===== config.mk =====
export PLATFORM = sky130hd
export DESIGN_NAME = cond_logic
export DESIGN_NICKNAME = d
export VERILOG_FILES = /design/src/rtl/cond_logic.sv
export SDC_FILE = /design/constraint.sdc
export NUM_CORES = 1
export LEC_CHECK = 0
export ABC_AREA = 1
export CAP_MARGIN = 20
export CORE_AREA = 2 2 39 41
export DETAILED_ROUTE_END_ITERATION = 8
export DIE_AREA = 0 0 41 43
export PLACE_DENSITY = 0.79
export SLEW_MARGIN = 30
export SYNTH_ARGS = -nofsm -noshare
export SYNTH_HDL_FRONTEND = slang
export SYNTH_SLANG_ARGS = --single-unit
export TNS_END_PERCENT = 10

===== constraint.sdc =====
create_clock -name clk -period 2.8 [get_ports clk]
set_input_delay 0.56 -clock clk [delete_from_list [all_inputs] [get_ports clk]]
set_output_delay 0.56 -clock clk [all_outputs]
set_load 0.02 [all_outputs]

===== src/rtl/cond_logic.sv =====
// Condition-check unit: holds the NZCV register, evaluates the ARM condition field and
// registers the qualified PC/register/memory write enables. COND_STATS_EN adds exec/skip counters.
module cond_logic #(
    parameter int CNT_W = 16
) (
    input  logic             clk,
    input  logic             rst_n,
    input  logic             in_valid,
    input  logic [3:0]       Cond,
    input  logic [3:0]       ALUFlags,
    input  logic [1:0]       FlagW,
    input  logic             PCS,
    input  logic             RegW,
    input  logic             MemW,
    input  logic             NoWrite,
    output logic             out_valid,
    output logic             PCSrc,
    output logic             RegWrite,
    output logic             MemWrite,
    output logic             CondEx,
    output logic [3:0]       Flags
`ifdef COND_STATS_EN
    ,
    output logic [CNT_W-1:0] exec_cnt,
    output logic [CNT_W-1:0] skip_cnt
`endif
);

    typedef enum logic [3:0] {
        COND_EQ = 4'b0000,
        COND_NE = 4'b0001,
        COND_CS = 4'b0010,
        COND_CC = 4'b0011,
        COND_MI = 4'b0100,
        COND_PL = 4'b0101,
        COND_VS = 4'b0110,
        COND_VC = 4'b0111,
        COND_HI = 4'b1000,
        COND_LS = 4'b1001,
        COND_GE = 4'b1010,
        COND_LT = 4'b1011,
        COND_GT = 4'b1100,
        COND_LE = 4'b1101,
        COND_AL = 4'b1110,
        COND_NV = 4'b1111
    } cond_e;

    logic [3:0] flags_q,     flags_d;
    logic       out_valid_q, out_valid_d;
    logic       pc_src_q,    pc_src_d;
    logic       reg_write_q, reg_write_d;
    logic       mem_write_q, mem_write_d;

    logic       flag_n, flag_z, flag_c, flag_v;
    logic       cond_ex;
    logic       ex;

    assign flag_n = flags_q[3];
    assign flag_z = flags_q[2];
    assign flag_c = flags_q[1];
    assign flag_v = flags_q[0];

    // Evaluated against the architectural register only, so a flag write lands one cycle later.
    always_comb begin
        cond_ex = 1'b0;
        unique case (cond_e'(Cond))
            COND_EQ: cond_ex = flag_z;
            COND_NE: cond_ex = ~flag_z;
            COND_CS: cond_ex = flag_c;
            COND_CC: cond_ex = ~flag_c;
            COND_MI: cond_ex = flag_n;
            COND_PL: cond_ex = ~flag_n;
            COND_VS: cond_ex = flag_v;
            COND_VC: cond_ex = ~flag_v;
            COND_HI: cond_ex = flag_c & ~flag_z;
            COND_LS: cond_ex = ~flag_c | flag_z;
            COND_GE: cond_ex = (flag_n == flag_v);
            COND_LT: cond_ex = (flag_n != flag_v);
            COND_GT: cond_ex = ~flag_z & (flag_n == flag_v);
            COND_LE: cond_ex = flag_z | (flag_n != flag_v);
            COND_AL: cond_ex = 1'b1;
            COND_NV: cond_ex = 1'b0;
            default: cond_ex = 1'b0;
        endcase
    end

    assign ex = in_valid & cond_ex;

    always_comb begin
        flags_d     = flags_q;
        out_valid_d = in_valid;
        pc_src_d    = ex & PCS;
        reg_write_d = ex & RegW & ~NoWrite;
        mem_write_d = ex & MemW;
        if (ex && FlagW[1]) begin
            flags_d[3:2] = ALUFlags[3:2];
        end
        if (ex && FlagW[0]) begin
            flags_d[1:0] = ALUFlags[1:0];
        end
    end

    always_ff @(posedge clk or negedge rst_n) begin
        if (!rst_n) begin
            flags_q     <= 4'b0000;
            out_valid_q <= 1'b0;
            pc_src_q    <= 1'b0;
            reg_write_q <= 1'b0;
            mem_write_q <= 1'b0;
        end else begin
            flags_q     <= flags_d;
            out_valid_q <= out_valid_d;
            pc_src_q    <= pc_src_d;
            reg_write_q <= reg_write_d;
            mem_write_q <= mem_write_d;
        end
    end

    assign CondEx    = cond_ex;
    assign Flags     = flags_q;
    assign out_valid = out_valid_q;
    assign PCSrc     = pc_src_q;
    assign RegWrite  = reg_write_q;
    assign MemWrite  = mem_write_q;

`ifdef COND_STATS_EN
    localparam logic [CNT_W-1:0] CNT_MAX = '1;

    logic [CNT_W-1:0] exec_cnt_q, exec_cnt_d;
    logic [CNT_W-1:0] skip_cnt_q, skip_cnt_d;

    // Both counters stick at all-ones rather than wrapping.
    always_comb begin
        exec_cnt_d = exec_cnt_q;
        skip_cnt_d = skip_cnt_q;
        if (ex && (exec_cnt_q != CNT_MAX)) begin
            exec_cnt_d = exec_cnt_q + CNT_W'(1);
        end
        if (in_valid && !cond_ex && (skip_cnt_q != CNT_MAX)) begin
            skip_cnt_d = skip_cnt_q + CNT_W'(1);
        end
    end

    always_ff @(posedge clk or negedge rst_n) begin
        if (!rst_n) begin
            exec_cnt_q <= '0;
            skip_cnt_q <= '0;
        end else begin
            exec_cnt_q <= exec_cnt_d;
            skip_cnt_q <= skip_cnt_d;
        end
    end

    assign exec_cnt = exec_cnt_q;
    assign skip_cnt = skip_cnt_q;
`else
    logic [CNT_W-1:0] unused_cnt_w;
    assign unused_cnt_w = '0;
`endif

endmodule

==> results of run 1 <==
final cells by class:
cell class	instances	area, sq um
flip-flops and latches	8	200
fillers	130	523
well taps	16	20.0
multi-input cells	56	290
inverters	10	37.5
clock buffers	3	22.5
repair buffers	31	290
cells in the mapped netlist:
cell,n
nor2_4,1
inv_1,10
nand2_1,24
nor2_1,7
a21oi_1,1
o21ai_1,1
nand3_4,1
nand4_1,4
o211ai_1,2
o21ai_0,2
dfrtp_1,8
nand3_2,3
buf_2,1
nand3_1,8
nand2_2,2
cells by family (layout without fill, tap and decap cells):
family | Yosys count | count (layout) | share of synthesized area
DFF | 8 | 8 | 0.377
and+or+nand+nor | 50 | 50 | 0.476
AOI/OAI and AO/OA | 6 | 6 | 0.0660
buffers and inverters | 11 | 44 | 0.0802
worst min path at each step:
stage                end  slack [ps]
3_3_place_gp    Flags[2]         520
4_1_cts         Flags[2]         520
6_report        Flags[2]         520
3_5_place_dp    Flags[2]         510
5_1_grt        out_valid         600
2_1_floorplan   Flags[0]         260
state kept, by name (all words and copies together) (netlist names):
signal / count
MemWrite: 1
RegWrite: 1
out_valid: 1
PCSrc: 1
Flags: 4
where the power goes:
| part | switching (uW) | leakage [uW] | internal, uW | total (uW) |
|---|---|---|---|---|
| registers | 40.1 | 0.000102 | 149 | 189 |
| clock network | 40.9 | 0.0000138 | 49.2 | 90.0 |
| logic | 193 | 0.000314 | 157 | 350 |
| total | 274 | 0.000430 | 355 | 629 |
through the flow:
step                      power, uW  worst slack (ps)  cell area (sq um)
after global routing            684               135                861
after global placement          541              -129                841
after floorplan                 390              1010                531
after CTS                       635               118                862
after detailed placement        546              -141                841
final                           629               250                861
metal layers:
metal / share of wire / routed length (microns) / global-route usage / up-vias
met5: 0 / 0 / 0 / -
met4: 0.022 / 29 / 0.0800 / 0
li1: - / - / - / 309
met1: 0.38 / 513 / 0.211 / 275
met3: 0.11 / 152 / 0.0838 / 3
met2: 0.48 / 642 / 0.288 / 30
worst min-delay path, cell delays in order, from the launching register on:
cell and delay, ps:
dfrtp_1 380, nand2_1 60, nand2_1 40
timing repair:
action	in CTS	in global routing
hold buffers	0	0
gates resized for setup	1	3
setup endpoints to repair	1	1
hold endpoints to repair	0	0
==> impl_results.md, run 1 <==
- Status: finished, final reports clean
- CTS tree: built
- Final setup fails: 0
- Antenna Violating Nets Remaining: 0
- Critical Path AT: slightly below 2000 ps
- Clock-pin transition on the worst setup and hold timing paths: roughly 50 ps
- Syn Nets: 92
- Slew at the pin closest to its max-slew limit: 357 ps
- Clock Path Buffers: 2
- IO Pins: 26
- Worst reg2reg path startpoint: Flags[3]
- Fin Hold WS: 523 ps
- Worst-path cell chain: clkdlybuf4s50_1 > inv_1 > nor2_1 > nand2_1 > nand2_1 > inv_1 > nand2_1 > nand2_1 > nand3_2 > nand2_2 > nand3_4 > clkbuf_2
- Clk sinks: 8
- Area grow syn2layout: 62.3%
- Final clock skew: between 2 and 2.5 ps
- Worst reg2reg setup slack: around 1200 ps
- # nets final: 127
- DRT Pass-1 Iters: 4
- Die height: roughly 43 microns
- Worst EP required: between 2000 and 2500 ps
- Crit path top cell by count: nand2_1
- Crit Path Category: primary input to output port
- CP Max Fanout: 3
- Setup Fix Bufs, Post-CTS: 0
- Final hold violation count: 0
- R2r endpoint: Flags[0]
- Top-area cell type share of the netlist area: 0.377
- DP Wirelength: around 1000 microns
- Hold Path Cell Cnt: 2
- Clk_lat worst skew: about 260 ps
- Leak: 0.000430 uW
- Post-route insts no fill: between 100 and 150
- Core Util, Final: 0.622
- Grt ovf: 0
- MaxCap Viol Count: 0
- DRC viols: 0
- Die width: 41 microns
- Max-Slew Margin vs Limit: 0.761
- Placer congestion estimate: around 0.72
- Most frequent cells in the layout: nand2_1, clkdlybuf4s50_1, inv_1
- Synthesized area: ~530 sq um
- Starting DRT DRC Count: 10
- Setup_tns: 0 ps
- Max Clock Freq: slightly below 0.4 GHz
- Global-route wire length before repair: ~2200 microns
- RSZ-0062 raised after global routing: false
- Setup crit end kind: output port
- Initial antenna violation count: 0
- Via count: 617
- Cell accounting for the most synthesized area: dfrtp_1
- Worst hold path type: flip-flop to flip-flop
- Average wire per standard cell: approximately 11 microns
- WP buf/inv: 4
- Post-synthesis sequential area ratio: 0.377
- Startpoint Class: primary input
- Worst r2r path cells: 13
- Avg Synthesized Cell Area: between 7 and 8 sq um
- Synth area leaders: dfrtp_1, nand2_1, nand3_1, inv_1, nand3_2
- Num CTS Buffers: 3
- Pin count of the biggest net entering global routing: 10
- Vias/cell: between 4 and 5
- Min cycle time layout: 2550 ps
- Min-Delay Startpoint: Flags[2]
- Critical Path Stages: 12
- Row cnt: 14
- Mapped Cells: between 70 and 80
- Routed wire length: 1340 microns
- Synth Register Bits: 8
- Post-synth cell types: 15
- Slowest CP cell: clkdlybuf4s50_1
- Die area: roughly 1800 sq um
- PD cells: between 700 and 800 nW/um^2
- Core ar.: roughly 1400 sq um
- Worst setup startpoint: Cond[0]
- Critical Path End: CondEx
- CP peak stage delay: ~520 ps
- Tcrit/Tclk final: 0.911
- Critical path's top delay family: buffers and inverters
- Yosys warns: 0
- Initial Util: 0.383
- Share of layout cells above drive strength 1: 0.167
- IO Port Bufs: 25
- Final Max Slew Viols: 0
- Total GRT Usage: 0.186
- Placed insts: roughly 120
- Htree depth: 1
- Antenna Cells: 0
- VDD IR-drop max: ~0.46 mV
- Clock root buffer: clkbuf_4
- Vias in the first global route: 580
Note: power is estimated with default switching activity, not from simulation.
==> run 2: changes to the inputs <==
- REMOVE_ABC_BUFFERS: default -> 1
==> impl_results.md, run 2 (synthesized netlist as in run 1, its figures left out) <==
- Clk pwr share: 0.139 (-0.004)
- Area grow syn2layout: 61.8%
- Tcrit/Tclk final: 0.901 (-0.0101)
- Met3 WL post-DR: 115 microns (-24%)
- Min cycle time layout: 2520 ps (-28.2 ps)
- Logic pwr share: 0.558 (about the same)
- Max Clock Freq: 0.397 GHz (+1.1%)
- Clock Path Buffers: 2 (unchanged)
- Antenna Violating Nets Remaining: 0 (unchanged)
- Min-Delay Startpoint: Flags[2]
- Tot Pwr: 628 uW (-0.12%)
- Status: finished, final reports clean
- Setup_tns: 0 ps (unchanged)
- IO Port Bufs: 25 (unchanged)
- Worst EP required: 2240 ps (about the same)
- Post-cts resize count: 1 (unchanged)
- RSZ-0062 raised after global routing: false
- Startpoint Class: primary input
- Die width: 41 microns (unchanged)
- Critical Path AT: 1960 ps (-30 ps)
- Starting DRT DRC Count: 16 (+6)
- VDD IR-drop max: 0.385 mV (-17%)
- Post-CTS Hold Buffers: 0 (unchanged)
- Row cnt: 14 (unchanged)
- Worst reg2reg setup slack: 1180 ps (-60 ps)
- Core ar.: 1380 sq um (unchanged)
- Crit Path Category: primary input to output port
- Largest register FFs: 4 (unchanged)
- Clk_lat worst skew: 250 ps (about the same)
- IO Pins: 26 (unchanged)
- Die area: 1760 sq um (unchanged)
- Clock-pin transition on the worst setup and hold timing paths: 50 ps (about the same)
- Hold path endpoint: Flags[2]
- Via count: 592 (-4.1%)
- Max-Slew Margin vs Limit: 0.763 (+0.00206)
- Slew at the pin closest to its max-slew limit: 354 ps (-3.07 ps)
- CTS tree: built
- Routed wire length: 1320 microns (-1.4%)
- Final worst setup slack: 278 ps (+28.2 ps)
- Vias/cell: 4.77 (-4.1%)
- Placer congestion estimate: 0.736 (+2.3%)
- Post-DP Area: 841 sq um (unchanged)
- Final hold violation count: 0 (unchanged)
- R2r endpoint: Flags[2]
- Final clock skew: 1.05 ps (-1.21 ps)
- Design area: 858 sq um (-0.29%)
- PD cells: 732 nW/um^2 (+0.17%)
- Clock root buffer: clkbuf_4
- Initial Util: 0.383 (unchanged)
- DRC viols: 0 (unchanged)
- CP Max Fanout: 3 (unchanged)
- Average wire per standard cell: 10.6 microns (-1.4%)
- M1 WL: 555 microns (+8.2%)
- Leak: 0.000430 uW (about the same)
- Htree depth: 1 (unchanged)
- Share of layout cells above drive strength 1: 0.157 (-0.00926)
- Global-route wire length before repair: 2330 microns (+6.3%)
- Placed insts: 121 (unchanged)
- Clk sinks: 8 (unchanged)
- Final setup fails: 0 (unchanged)
- Die height: 43 microns (unchanged)
- MaxCap Viol Count: 0 (unchanged)
- P_sw: 274 uW (-0.13%)
- Setup Fix Bufs, Post-CTS: 0 (unchanged)
- Pin count of the biggest net entering global routing: 10 (unchanged)
- Hold Path Cell Cnt: 2 (unchanged)
- Initial antenna violation count: 0 (unchanged)
- Post-Place Worst Slack: -151 ps (-9.81 ps)
- Pint: 354 uW (-0.11%)
- Filler cells: 126 (-3.1%)
- Setup crit end kind: output port
- Worst hold path type: flip-flop to flip-flop
- DP Wirelength: 1080 microns (+5.7%)
- Post-route insts no fill: 124 (unchanged)
- Flop pwr share: 0.303 (+0.003)
- Top layer in use: met3
- # nets final: 127 (unchanged)
- Total GRT Usage: 0.189 (+0.00305)
- DRT Pass-1 Iters: 4 (unchanged)
- Most frequent cells in the layout: nand2_1, clkdlybuf4s50_1, inv_1
- Switching share of power: 0.436 (about the same)
- Grt ovf: 0 (unchanged)
- Num CTS Buffers: 3 (unchanged)
- Worst r2r path cells: 13 (unchanged)
- Worst reg2reg path startpoint: Flags[3]
- Vias in the first global route: 588 (+1.4%)
- DR WL met2: 649 microns (+1.1%)
- Antenna Cells: 0 (unchanged)
- Final Max Slew Viols: 0 (unchanged)
==> run 2: critical path, stage by stage <==
cell and delay [ps]:
clkdlybuf4s50_1 510, inv_1 90, nor2_1 180, nand2_1 70, nand2_1 70, inv_1 40, nand2_1 40, nand2_1 50
nand3_2 60, nand2_2 60, nand3_4 60, clkbuf_2 170
==> run 2: worst max path at each step <==
| stage | startpoint | endpoint | slack [ps] |
|---|---|---|---|
| 6_report | Cond[0] | CondEx | 280 |
| 5_1_grt | Cond[0] | CondEx | 120 |
| 4_1_cts | Cond[0] | CondEx | 110 |
| 3_5_place_dp | Cond[0] | CondEx | -150 |
| 3_3_place_gp | Cond[0] | CondEx | -120 |
| 2_1_floorplan | Cond[1] | CondEx | 1010 |
==> run 2: final cells by class <==
class	count	area [sq um]	share of cell area
Tap cell	16	20.0	0.0233
Timing Repair Buffer	31	290	0.338
Multi-Input combinational cell	56	288	0.335
Clock buffer	3	22.5	0.0262
Sequential cell	8	200	0.233
Inverter	10	37.5	0.0437
==> run 2: power by group through the flow <==
stage | combinational [uW] | clock (uW) | sequential (uW)
2_1_floorplan | 163 | 0 | 225
3_3_place_gp | 350 | 0 | 191
3_5_place_dp | 358 | 0 | 194
4_1_cts | 354 | 89.8 | 192
5_1_grt | 394 | 92.2 | 199
6_report | 350 | 87.4 | 190
==> run 2: metal layers <==
metal | up-vias | track usage
li1 | 309 | -
met1 | 258 | 0.232
met2 | 25 | 0.306
met3 | 0 | 0.0524
met4 | 0 | 0.0600
met5 | - | 0
==> run 2: stage by stage <==
stage	hold WS (ps)	utilization
CTS	566	0.623
detailed placement	552	0.608
floorplan	264	-
global placement	513	0.608
global route	602	0.620
finish	554	0.620
